**config.mk**
```make
export PLATFORM = sky130hd
export DESIGN_NAME = wb_mux_n
export DESIGN_NICKNAME = d
export VERILOG_FILES = /design/src/rtl/wb_mux_pkg.sv /design/src/rtl/wb_addr_decode.sv /design/src/rtl/wb_mux_n.sv
export SDC_FILE = /design/constraint.sdc
export NUM_CORES = 1
export LEC_CHECK = 0
export CAP_MARGIN = 20
export CORE_AREA = 5 5 202 204
export CTS_CLUSTER_DIAMETER = 50
export DETAILED_ROUTE_END_ITERATION = 10
export DIE_AREA = 0 0 207 209
export GPL_TIMING_DRIVEN = 0
export SLEW_MARGIN = 20
export SYNTH_ARGS = -nofsm -noshare
export SYNTH_HDL_FRONTEND = slang
export SYNTH_SLANG_ARGS = --single-unit
```
**constraint.sdc**
```tcl
create_clock -name clk_i -period 7.05 [get_ports clk_i]
set_input_delay 1.41 -clock clk_i [delete_from_list [all_inputs] [get_ports clk_i]]
set_output_delay 1.41 -clock clk_i [all_outputs]
set_load 0.01 [all_outputs]
```
**src/rtl/wb_mux_pkg.sv**
```systemverilog
// Shared types and constants for the Wishbone 1:N address-decoding mux.
package wb_mux_pkg;

    localparam int MAX_SLAVES = 8;
    localparam int IDX_W      = $clog2(MAX_SLAVES);
    localparam int TMO_CNT_W  = 16;

    typedef enum logic [1:0] {
        ST_IDLE = 2'd0,
        ST_BUSY = 2'd1,
        ST_RESP = 2'd2
    } mux_state_t;

    // Request fields captured from the master when a transfer is accepted.
    typedef struct packed {
        logic [31:0] adr;
        logic [31:0] dat;
        logic [3:0]  sel;
        logic        we;
    } wb_req_t;

endpackage

```
**src/rtl/wb_addr_decode.sv**
```systemverilog
// Purpose: combinational base/window address decode, lowest slave index wins.
// Latency: zero cycles (pure combinational).
// Backpressure: none; the result is consumed only when the mux is idle.
module wb_addr_decode
    import wb_mux_pkg::*;
#(
    parameter int                          NUM_SLAVES  = 4,
    parameter logic [32*NUM_SLAVES-1:0]    BASE_ADDRS  = {32'h3000_3000, 32'h3000_2000,
                                                          32'h3000_1000, 32'h3000_0000},
    parameter logic [8*NUM_SLAVES-1:0]     ADDR_WIDTHS = {8'd12, 8'd12, 8'd12, 8'd12}
) (
    input  logic [31:0]      adr,
    output logic             hit,
    output logic [IDX_W-1:0] index
);

    // Walk from the top index down so the lowest matching slave is the last writer.
    always_comb begin
        hit   = 1'b0;
        index = '0;
        for (int i = NUM_SLAVES - 1; i >= 0; i--) begin
            if ((adr >> ADDR_WIDTHS[8*i +: 8]) ==
                (BASE_ADDRS[32*i +: 32] >> ADDR_WIDTHS[8*i +: 8])) begin
                hit   = 1'b1;
                index = IDX_W'(i);
            end
        end
    end

endmodule

```
**src/rtl/wb_mux_n.sv**
```systemverilog
// Purpose: Wishbone classic 1-master to N-slave mux with decode-miss and timeout errors.
// Latency: slave strobed from cycle 1; master ack/err one cycle after slave ack, miss err at cycle 1.
// Backpressure: one transfer outstanding; new requests are only accepted in IDLE.
module wb_mux_n
    import wb_mux_pkg::*;
#(
    parameter int                          NUM_SLAVES     = 4,
    parameter logic [32*NUM_SLAVES-1:0]    BASE_ADDRS     = {32'h3000_3000, 32'h3000_2000,
                                                             32'h3000_1000, 32'h3000_0000},
    parameter logic [8*NUM_SLAVES-1:0]     ADDR_WIDTHS    = {8'd12, 8'd12, 8'd12, 8'd12},
    parameter int                          TIMEOUT_CYCLES = 255
) (
    input  logic                         clk_i,
    input  logic                         rstn_i,
    input  logic                         wbm_cyc_i,
    input  logic                         wbm_stb_i,
    input  logic                         wbm_we_i,
    input  logic [3:0]                   wbm_sel_i,
    input  logic [31:0]                  wbm_adr_i,
    input  logic [31:0]                  wbm_dat_i,
    output logic                         wbm_ack_o,
    output logic                         wbm_err_o,
    output logic [31:0]                  wbm_dat_o,
    output logic [NUM_SLAVES-1:0]        wbs_cyc_o,
    output logic [NUM_SLAVES-1:0]        wbs_stb_o,
    output logic [NUM_SLAVES-1:0]        wbs_we_o,
    output logic [4*NUM_SLAVES-1:0]      wbs_sel_o,
    output logic [32*NUM_SLAVES-1:0]     wbs_adr_o,
    output logic [32*NUM_SLAVES-1:0]     wbs_dat_o,
    input  logic [NUM_SLAVES-1:0]        wbs_ack_i,
    input  logic [32*NUM_SLAVES-1:0]     wbs_dat_i
);

    localparam logic [TMO_CNT_W-1:0] TMO_LIMIT = TMO_CNT_W'(TIMEOUT_CYCLES);

    mux_state_t           state_q, state_nxt;
    wb_req_t              req_q, req_nxt;
    logic [IDX_W-1:0]     idx_q, idx_nxt;
    logic [TMO_CNT_W-1:0] cnt_q, cnt_nxt;
    logic                 ack_q, ack_nxt;
    logic                 err_q, err_nxt;
    logic [31:0]          rdat_q, rdat_nxt;

    logic                 dec_hit;
    logic [IDX_W-1:0]     dec_idx;
    logic                 sel_ack;
    logic [31:0]          sel_dat;

    wb_addr_decode #(
        .NUM_SLAVES  (NUM_SLAVES),
        .BASE_ADDRS  (BASE_ADDRS),
        .ADDR_WIDTHS (ADDR_WIDTHS)
    ) u_decode (
        .adr   (wbm_adr_i),
        .hit   (dec_hit),
        .index (dec_idx)
    );

    // Only the latched slave's termination is visible; all others are ignored.
    always_comb begin
        sel_ack = 1'b0;
        sel_dat = '0;
        for (int i = 0; i < NUM_SLAVES; i++) begin
            if (idx_q == IDX_W'(i)) begin
                sel_ack = wbs_ack_i[i];
                sel_dat = wbs_dat_i[32*i +: 32];
            end
        end
    end

    always_comb begin
        state_nxt = state_q;
        req_nxt   = req_q;
        idx_nxt   = idx_q;
        cnt_nxt   = cnt_q;
        ack_nxt   = 1'b0;
        err_nxt   = 1'b0;
        rdat_nxt  = rdat_q;
        case (state_q)
            ST_IDLE: begin
                if (wbm_cyc_i && wbm_stb_i) begin
                    if (dec_hit) begin
                        state_nxt = ST_BUSY;
                        idx_nxt   = dec_idx;
                        req_nxt   = '{adr: wbm_adr_i, dat: wbm_dat_i,
                                      sel: wbm_sel_i, we: wbm_we_i};
                        cnt_nxt   = '0;
                    end else begin
                        state_nxt = ST_RESP;
                        err_nxt   = 1'b1;
                    end
                end
            end
            ST_BUSY: begin
                // Master abort takes priority over a same-cycle slave ack.
                if (!wbm_cyc_i) begin
                    state_nxt = ST_IDLE;
                end else if (sel_ack) begin
                    state_nxt = ST_RESP;
                    ack_nxt   = 1'b1;
                    rdat_nxt  = sel_dat;
                end else if (cnt_q + 1'b1 == TMO_LIMIT) begin
                    state_nxt = ST_RESP;
                    err_nxt   = 1'b1;
                    rdat_nxt  = '0;
                end else begin
                    cnt_nxt = cnt_q + 1'b1;
                end
            end
            ST_RESP: state_nxt = ST_IDLE;
            default: state_nxt = ST_IDLE;
        endcase
    end

    always_ff @(posedge clk_i or negedge rstn_i) begin
        if (!rstn_i) begin
            state_q <= ST_IDLE;
            req_q   <= '0;
            idx_q   <= '0;
            cnt_q   <= '0;
            ack_q   <= 1'b0;
            err_q   <= 1'b0;
            rdat_q  <= '0;
        end else begin
            state_q <= state_nxt;
            req_q   <= req_nxt;
            idx_q   <= idx_nxt;
            cnt_q   <= cnt_nxt;
            ack_q   <= ack_nxt;
            err_q   <= err_nxt;
            rdat_q  <= rdat_nxt;
        end
    end

    assign wbm_ack_o = ack_q;
    assign wbm_err_o = err_q;
    assign wbm_dat_o = rdat_q;

    // Slave side is driven from registered state, so reset clears it immediately.
    always_comb begin
        wbs_cyc_o = '0;
        wbs_stb_o = '0;
        wbs_we_o  = '0;
        wbs_sel_o = '0;
        wbs_adr_o = '0;
        wbs_dat_o = '0;
        for (int i = 0; i < NUM_SLAVES; i++) begin
            if (state_q == ST_BUSY && idx_q == IDX_W'(i)) begin
                wbs_cyc_o[i]          = 1'b1;
                wbs_stb_o[i]          = 1'b1;
                wbs_we_o[i]           = req_q.we;
                wbs_sel_o[4*i +: 4]   = req_q.sel;
                wbs_adr_o[32*i +: 32] = req_q.adr;
                wbs_dat_o[32*i +: 32] = req_q.dat;
            end
        end
    end

endmodule
```
==> impl_results.md, run 1 <==
* WHS at roughly 0.50 ns
* Overall routing resource usage at 0.170
* FP Rows at 73
* Antenna violations before repair at 0
* Post-Syn Area per Cell at 10.4 sq um
* RSZ-0062 raised after global routing: false
* Top cells by area, synth: dfrtp_1 39%, and2_1 21%, mux4_2 9.5%
* Setup bufs post-CTS at 0
* Switching Fraction at 0.241
* Ant diodes at 0
* # setup viols final at 0
* Share of the synthesized area in the top cell type at 0.395
* Layout Utilization at 0.368
* Crit path kind: flip-flop to primary output
* DRT antenna net count at 0
* Clk Latency, worst-skew pair at 0.43 ns
* Worst endpoint required time at ~5.6 ns
* Crit-path max FO at 10
* Worst Hold Class: flip-flop to flip-flop
* Syn Nets at 956
* LEAKAGE at 5.83 nW
* Drt drc at 0
* Total CTS buffers at 17
* Hold EP: wbm_dat_o[13]
* Tmin final at roughly 5 ns
* Worst Hold Launch: wbm_dat_o[13]
* Sink Count at 123
* H-tree depth at 4
* Gate power share at 0.157
* WL final at 38,200 um
* Synth cell types at between 60 and 70
* Final hold vios at 0
* Internal Pwr Total at 1.55 mW
* Clock tree buffer depth at 2
* Routed vias/inst at ~4.3
* Die Wd at 207 um
* Reg clk slew, reported paths at around 0.06 ns
* IO Count at 523
* Post-synth ARST share at 1.00
* Maxcap violations at 0
* Maximum vdd drop at 0.158 mV
* Post-synth EDFFs at 0
* Post-route non-filler standard cell count at approximately 1,800
* Overflow after GRT at 0
* Hold_buf cts at 0
* Seq/Total Area, Yosys at 0.395
* Vias in the first global route at 8,482
* Syn. warnings at 0
* Worst r2r path cells at 9
* Final Max Tran Viols at 0
* Cell Area, Synth at 7800 sq um
* Fmax at roughly 200 MHz
* Vias after detailed routing at a little under 8,000
* 1st-pass router iterations at 4
* Slew at the pin closest to its max-slew limit at between 0.9 and 1 ns
* Synth top cells by count: 268 x and2_1, 123 x dfrtp_1, 49 x mux2_2
* Flop pwr share at 0.382
* CP endpoint kind: primary output
* Crit share post-route at 0.722
* Critical path startpoint category: flip-flop
* Switching power of the nets at between 0.4 and 0.5 mW
* R2R Path Start: cnt_q[1]
* Synth-to-Final Area Change at 84.3%
* Inst Count DP at roughly 1,800
* CP arrival at ~3.7 ns
* Layout cells sized above 1 at 0.122
* Status: complete, no violations
* Drt wl/cell at 20.9 um
* CTS resizes at 0
* Synthesized flop and latch total at roughly 120
* GPL Wtd Cong at 0.861
* Largest net degree at the start of global routing at 87
* Reg2reg setup slack at about 4.1 ns
* Total negative slack at 0 ns
* First-pass GRT wire length at 56,300 um
* Power density over cell area at roughly 140 nW/um^2
* Pre-CTS WS at 2.24 ns
* Port Buffers at 522
* 1st-iter DRT viols at 323
* HPWL Detailed at 31,000 um
* Fin worst setup slack at 1.96 ns
* Final nets at 1,500
* Clock power share at 0.461
* Yosys top cell by area: dfrtp_1
* R2R Path End: wbm_dat_o[26]
* Die H at 209 um
* Post-Synthesis Cells at 749
* Main synth FF type: dfrtp_1
* Hold Path Stages at 1
* CTS tree: done
* Cell with the most instances after synthesis: and2_1
* Clock root buffer: clkbuf_16
* Initial cell density of the core at 0.199
* Rel. slew slack at 0.372
* Die Area at 43,300 sq um
* Core Area at 39,100 sq um
* Worst clock skew at 0.00707 ns
==> layout make-up <==
class	count	area [sq um]
multi-input cells	555	4410
plain buffers	60	288
inverters	11	41.3
clock buffers	20	467
fillers	4003	24700
well taps	525	657
flip-flops and latches	123	3080
clock inverters	12	161
repair buffers	525	5270
==> layer usage <==
layer	wire length [um]	track usage	up-vias
li1	-	-	3683
met1	15300	0.199	3851
met2	19300	0.297	332
met3	2800	0.0573	34
met4	799	0.0488	0
met5	0	0	-
==> flip-flops by register name, summed over array words and instances (netlist names) <==
signal,count
req_q,69
wbm_dat_o,32
cnt_q,16
idx_q,2
state_q,2
wbm_ack_o,1
wbm_err_o,1
==> power by group through the flow <==
stage | combinational [mW] | sequential [mW] | clock (mW)
final | 0.320 | 0.780 | 0.940
after CTS | 0.327 | 0.780 | 0.971
after global placement | 0.320 | 0.791 | 0
after global routing | 0.342 | 0.785 | 0.998
after detailed placement | 0.325 | 0.792 | 0
after floorplan | 0.0734 | 0.803 | 0
==> worst max-delay path: stages, from the launching register on <==
cell and delay [ns]:
dfrtp_1 0.46, buf_1 0.41, nor3_2 0.65, clkbuf_1 0.51, clkbuf_1 0.45, and2_1 0.20, clkdlybuf4s50_1 0.56
==> layout by cell type, fill, tap and decap left out, drive strengths merged, types with 2 or more instances in the layout <==
cell type,netlist,final
a21o,2,2
a21oi,5,5
a22o,32,32
a41o,2,2
and2,268,268
and3,3,3
and4,2,2
buf,21,25
bufinv,0,3
clkbuf,39,59
clkdlybuf4s50,0,521
clkinvlp,0,6
dfrtp,123,123
ha,2,2
inv,11,13
mux2,50,50
mux2i,3,3
mux4,33,33
nand2,21,21
nand2b,2,2
nand3,9,9
nand4,8,8
nor2,12,12
nor2b,20,20
nor3,12,12
nor4,11,11
nor4b,3,3
o21ai,22,22
o21bai,2,2
o31ai,4,4
o41ai,5,5
or2,4,4
or4,4,4
==> how the worst max path moves through the flow <==
stage	cells past startpoint	startpoint	end
after CTS	6	idx_q[1]	wbs_adr_o[4]
after global placement	1	rstn_i	wbm_dat_o[0]
final	6	idx_q[1]	wbs_adr_o[4]
after floorplan	6	wbm_adr_i[19]	req_q[10]
after detailed placement	6	idx_q[1]	wbs_adr_o[4]
after global routing	6	idx_q[1]	wbs_adr_o[4]
==> kinds of logic after synthesis <==
logic type / count (synthesis) / synth area share
xor gates and xnor gates: 1 / 0.00112
DFF: 123 / 0.395
adders and majority gates: 2 / 0.00321
and+or+nand+nor: 383 / 0.305
buffers and inverters: 71 / 0.0422
muxes: 86 / 0.172
AOI/OAI and AO/OA: 83 / 0.0823
==> stage by stage <==
step                area, sq um  power, mW
floorplan                  7800      0.876
finish                    14400       2.04
global route              14400       2.13
CTS                       14400       2.08
global placement          13700       1.11
detailed placement        13700       1.12
No activity file was read; power rests on OpenSTA's default activity.
==> inputs of run 2 (changes only) <==
Clock period 7.05 ns to 4.7 ns, I/O delays scaled along.
==> impl_results.md, run 2 (synthesized netlist as in run 1, its figures left out) <==
* Status: complete, no violations
* Maxcap violations at 0
* Routed wl met2 at 19,400 um
* Final nets at 1,500
* Port Buffers at ~520
* Overflow after GRT at 0
* H-tree depth at 4
* Tmin final at roughly 4.4 ns
* Reg with most FFs: req_q
* RSZ-0062 raised after global routing: false
* WL met3 at between 2000 and 3000 um
* Worst Hold Class: input port to async pin
* Crit path kind: flip-flop to primary output
* Fmax at roughly 230 MHz
* Die Area at 43,300 sq um
* Antenna violations before repair at 0
* CP arrival at approximately 3.5 ns
* R2R Path Start: cnt_q[1]
* 1st-pass router iterations at 4
* Initial cell density of the core at 0.199
* DP Area at 13,700 sq um
* LEAKAGE at 5.85 nW
* CP endpoint kind: primary output
* Rel. slew slack at 0.390
* Drt wl/cell at 20.9 um
* Routed vias/inst at 4.30
* CTS resizes at 2
* Clock tree buffer depth at 2
* Vias in the first global route at approximately 8,500
* Hold_buf cts at 0
* Drt drc at 0
* Final hold vios at 0
* Crit-path max FO at 10
* Core Area at roughly 39,000 sq um
* Top Metal Used: met4
* Filler cells at roughly 4,000
* Layout cells sized above 1 at 0.123
* Most frequent cells in the layout: 521 x clkdlybuf4s50_1, 268 x and2_1, 123 x dfrtp_1, 49 x mux2_2, 38 x clkbuf_1
* Final Max Tran Viols at 0
* Post-route cell area at 14,400 sq um
* GPL Wtd Cong at 0.861
* Slew at the pin closest to its max-slew limit at about 0.91 ns
* Tot Pwr at 3.06 mW
* Worst endpoint required time at 3.76 ns
* FP Rows at 73
* Overall routing resource usage at 0.170
* Die Wd at 207 um
* Die H at 209 um
* Synth-to-Final Area Change at 84.5%
* Sink Count at 123
* Vias after detailed routing at 7,868
* Reg clk slew, reported paths at 0.06 ns
* WL final at 38,200 um
* Power density over cell area at roughly 210 nW/um^2
* Worst clock skew at 0.00923 ns
* Setup bufs post-CTS at 0
* CTS tree: done
* Crit share post-route at 0.941
* Worst r2r path cells at 9
* Met1 WL at 15,200 um
* Total CTS buffers at 17
* Reg2reg setup slack at 1.71 ns
* Post-route non-filler standard cell count at 1,831
* Ant diodes at 0
* DRT antenna net count at 0
* First-pass GRT wire length at 56,300 um
* Largest net degree at the start of global routing at 87
* IO Count at 523
* # setup viols final at 0
* HPWL Detailed at 31,000 um
* Clock root buffer: clkbuf_16
* Maximum vdd drop at between 0.2 and 0.25 mV
* Critical path startpoint category: flip-flop
* Clk Latency, worst-skew pair at 0.43 ns
* Total negative slack at 0 ns
* Inst Count DP at between 1,500 and 2,000
* 1st-iter DRT viols at 349
* Max FFs per register at 69
* Most common cell after layout, fill and taps aside: clkdlybuf4s50_1
* R2R Path End: wbm_dat_o[29]
[run 2: cell counts in the layout (fill, tap and decap cells not counted)]
Identical to the previous run, type by type.
[run 2: metrics by stage]
step,utilization,hold slack [ns],setup slack (ns)
3_5_place_dp,0.352,0.490,0.363
6_report,0.368,0.373,0.278
2_1_floorplan,-,0.474,1.84
5_1_grt,0.368,0.366,0.0167
3_3_place_gp,0.350,0.487,-2.53
4_1_cts,0.368,0.363,0.0669
[run 2: power by group]
| part | switching [mW] | total (mW) | internal [mW] | leakage (nW) |
|---|---|---|---|---|
| Sequential | 0.0498 | 1.17 | 1.12 | 1.67 |
| Clock | 0.527 | 1.41 | 0.880 | 0.288 |
| Combinational | 0.159 | 0.480 | 0.321 | 3.89 |
| Total | 0.736 | 3.06 | 2.32 | 5.85 |
[run 2: worst max-delay path, stage by stage (launching register included)]
cell and delay, ns:
dfrtp_1 0.36, buf_4 0.17, nand2b_1 0.07, buf_4 0.18
nor3_2 0.36, buf_4 0.24, clkbuf_1 0.44, clkbuf_1 0.46
and2_1 0.20, clkdlybuf4s50_1 0.56
[run 2: per-layer routing]
layer / vias to the layer above / global-route usage
met5: - / 0
met2: 343 / 0.298
met4: 0 / 0.0488
li1: 3681 / -
met3: 30 / 0.0573
met1: 3814 / 0.198
[run 2: final cells by class]
class	instances	area, sq um	share of cell area
plain buffers	60	289	0.0201
clock inverters	12	161	0.0112
repair buffers	525	5270	0.366
multi-input cells	555	4420	0.307
well taps	525	657	0.0457
flip-flops and latches	123	3080	0.214
inverters	11	41.3	0.00287
clock buffers	20	467	0.0324
[run 2: worst max path at each step]
stage                        from       endpoint  slack (ns)  depth (start not counted)
floorplan           wbm_adr_i[19]      req_q[10]        1.84                          6
global placement           rstn_i   wbm_dat_o[0]       -2.53                          1
detailed placement       idx_q[1]   wbs_adr_o[4]        0.36                          6
CTS                      idx_q[1]   wbs_adr_o[4]        0.07                          6
global route           state_q[0]  wbs_adr_o[36]        0.02                          9
finish                 state_q[0]  wbs_adr_o[39]        0.28                          9
==> inputs of run 3 (changes only) <==
==> constraint.sdc (replaced) <==
create_clock -name clk_i -period 4.7 [get_ports clk_i]
set_input_delay 0.94 -clock clk_i [delete_from_list [all_inputs] [get_ports clk_i]]
set_output_delay 0.94 -clock clk_i [all_outputs]
set_load 0.1 [all_outputs]
==> impl_results.md, run 3 (synthesized netlist as in run 1, its figures left out) <==
* Most common cell after layout, fill and taps aside: clkdlybuf4s50_1
* Die H at 209 um
* Final Max Tran Viols at 0
* Vias in the first global route at 8,490
* CP arrival at 3.52 ns
* RSZ-0062 raised after global routing: false
* Slew at the pin closest to its max-slew limit at 1.12 ns
* Tmin final at around 4.5 ns
* Port Buffers at 522
* LEAKAGE at about 6.7 nW
* H-tree depth at 4
* Die Wd at 207 um
* Ant diodes at 0
* CTS tree: done
* Clk Latency, worst-skew pair at ~0.42 ns
* Total CTS buffers at 17
* Status: complete, no violations
* Antenna violations before repair at 0
* Drt wl/cell at 20.9 um
* Layout cells sized above 1 at 0.175
* Fmax at 224 MHz
* DP Area at 13,700 sq um
* Inst Count DP at 1,799
* Overall routing resource usage at 0.170
* Overflow after GRT at 0
* IO Count at 523
* Clock root buffer: clkbuf_16
* Maximum vdd drop at approximately 0.23 mV
* 1st-pass router iterations at 4
* GPL Wtd Cong at 0.861
* Worst endpoint required time at 3.76 ns
* Final hold vios at 0
* Most frequent cells in the layout: 353 x clkdlybuf4s50_1, 268 x and2_1, 123 x dfrtp_1, 73 x dlygate4sd2_1, 49 x mux2_2
* Vias after detailed routing at 7,907
* Post-route cell area at approximately 14,000 sq um
* Reg with most FFs: req_q
* Worst Hold Class: input port to async pin
* Crit path kind: flip-flop to primary output
* Initial cell density of the core at 0.199
* Worst clock skew at 0.00865 ns
* WL final at 38,300 um
* Synth-to-Final Area Change at 83.5%
* Drt drc at 0
* Reg clk slew, reported paths at 0.06 ns
* Crit share post-route at 0.950
* Final nets at 1,500
* Largest net degree at the start of global routing at 87
* Post-route non-filler standard cell count at 1,831
* Maxcap violations at 0
* Sink Count at around 120
* CP endpoint kind: primary output
* Rel. slew slack at 0.250
* Crit-path max FO at 10
* # setup viols final at 0
* 1st-iter DRT viols at 329
* Die Area at between 40,000 and 50,000 sq um
* First-pass GRT wire length at 56,400 um
* Core Area at 39,100 sq um
* Critical path startpoint category: flip-flop
* Clock tree buffer depth at 2
* Max FFs per register at 69
* DRT antenna net count at 0
* Power density over cell area at approximately 240 nW/um^2
* HPWL Detailed at 31,000 um
* FP Rows at 73
* Routed vias/inst at 4.32
run 3: repair_timing:
item / CTS / global route
resized for setup: 246 / 66
endpoints found under the setup margin: 186 / 54
buffers inserted: 0 / 0
hold buffers: 0 / 0
run 3: final cells by class:
| cell class | instances | area [sq um] |
|---|---|---|
| clock inverters | 12 | 161 |
| flip-flops and latches | 123 | 3080 |
| well taps | 525 | 657 |
| multi-input cells | 555 | 4420 |
| fillers | 4023 | 24800 |
| inverters | 11 | 41.3 |
| repair buffers | 525 | 5200 |
| plain buffers | 60 | 289 |
| clock buffers | 20 | 467 |
run 3: final timing paths:
kind / slack [ns] / from / depth (start not counted) / to
worst max-delay path: 0.24 / state_q[0] / 8 / wbs_dat_o[58]
worst min-delay path: 0.37 / rstn_i / 1 / req_q[37]
worst max register to register: 1.72 / cnt_q[1] / 9 / wbm_dat_o[29]
worst min register to register: 0.50 / wbm_dat_o[13] / 1 / wbm_dat_o[13]
max in group asynchronous: 3.57 / rstn_i / 2 / wbm_dat_o[31]
min in group clk_i: 0.50 / wbm_dat_o[13] / 1 / wbm_dat_o[13]
run 3: critical path, stage by stage (launching register included):
cell             delay [ns]
dfrtp_1                0.36
buf_4                  0.17
nand2b_1               0.07
buf_4                  0.18
nor3_2                 0.36
buf_4                  0.24
clkbuf_1               0.31
and2_1                 0.25
clkdlybuf4s50_1        1.16
run 3: stage by stage:
step	setup TNS [ns]	setup slack (ns)	hold slack, ns	total power, mW	util
detailed placement	-5.35	-0.235	0.490	2.07	0.352
finish	0	0.236	0.374	3.45	0.366
global route	0	0.00727	0.366	3.58	0.366
global placement	-347.29	-2.53	0.487	2.06	0.350
CTS	-0.00881	-0.00687	0.363	3.51	0.367
floorplan	-0.0884	-0.0221	0.474	1.70	-
run 3: per-layer routing:
layer / up-vias / global-route usage / part of all wire
li1: 3683 / - / -
met3: 34 / 0.0573 / 0.074
met5: - / 0 / 0
met4: 0 / 0.0488 / 0.020
met2: 342 / 0.299 / 0.51
met1: 3848 / 0.198 / 0.40
run 3: power breakdown:
part           switching [mW]  internal, mW
registers              0.0502          1.12
clock network           0.527         0.880
logic                   0.552         0.319
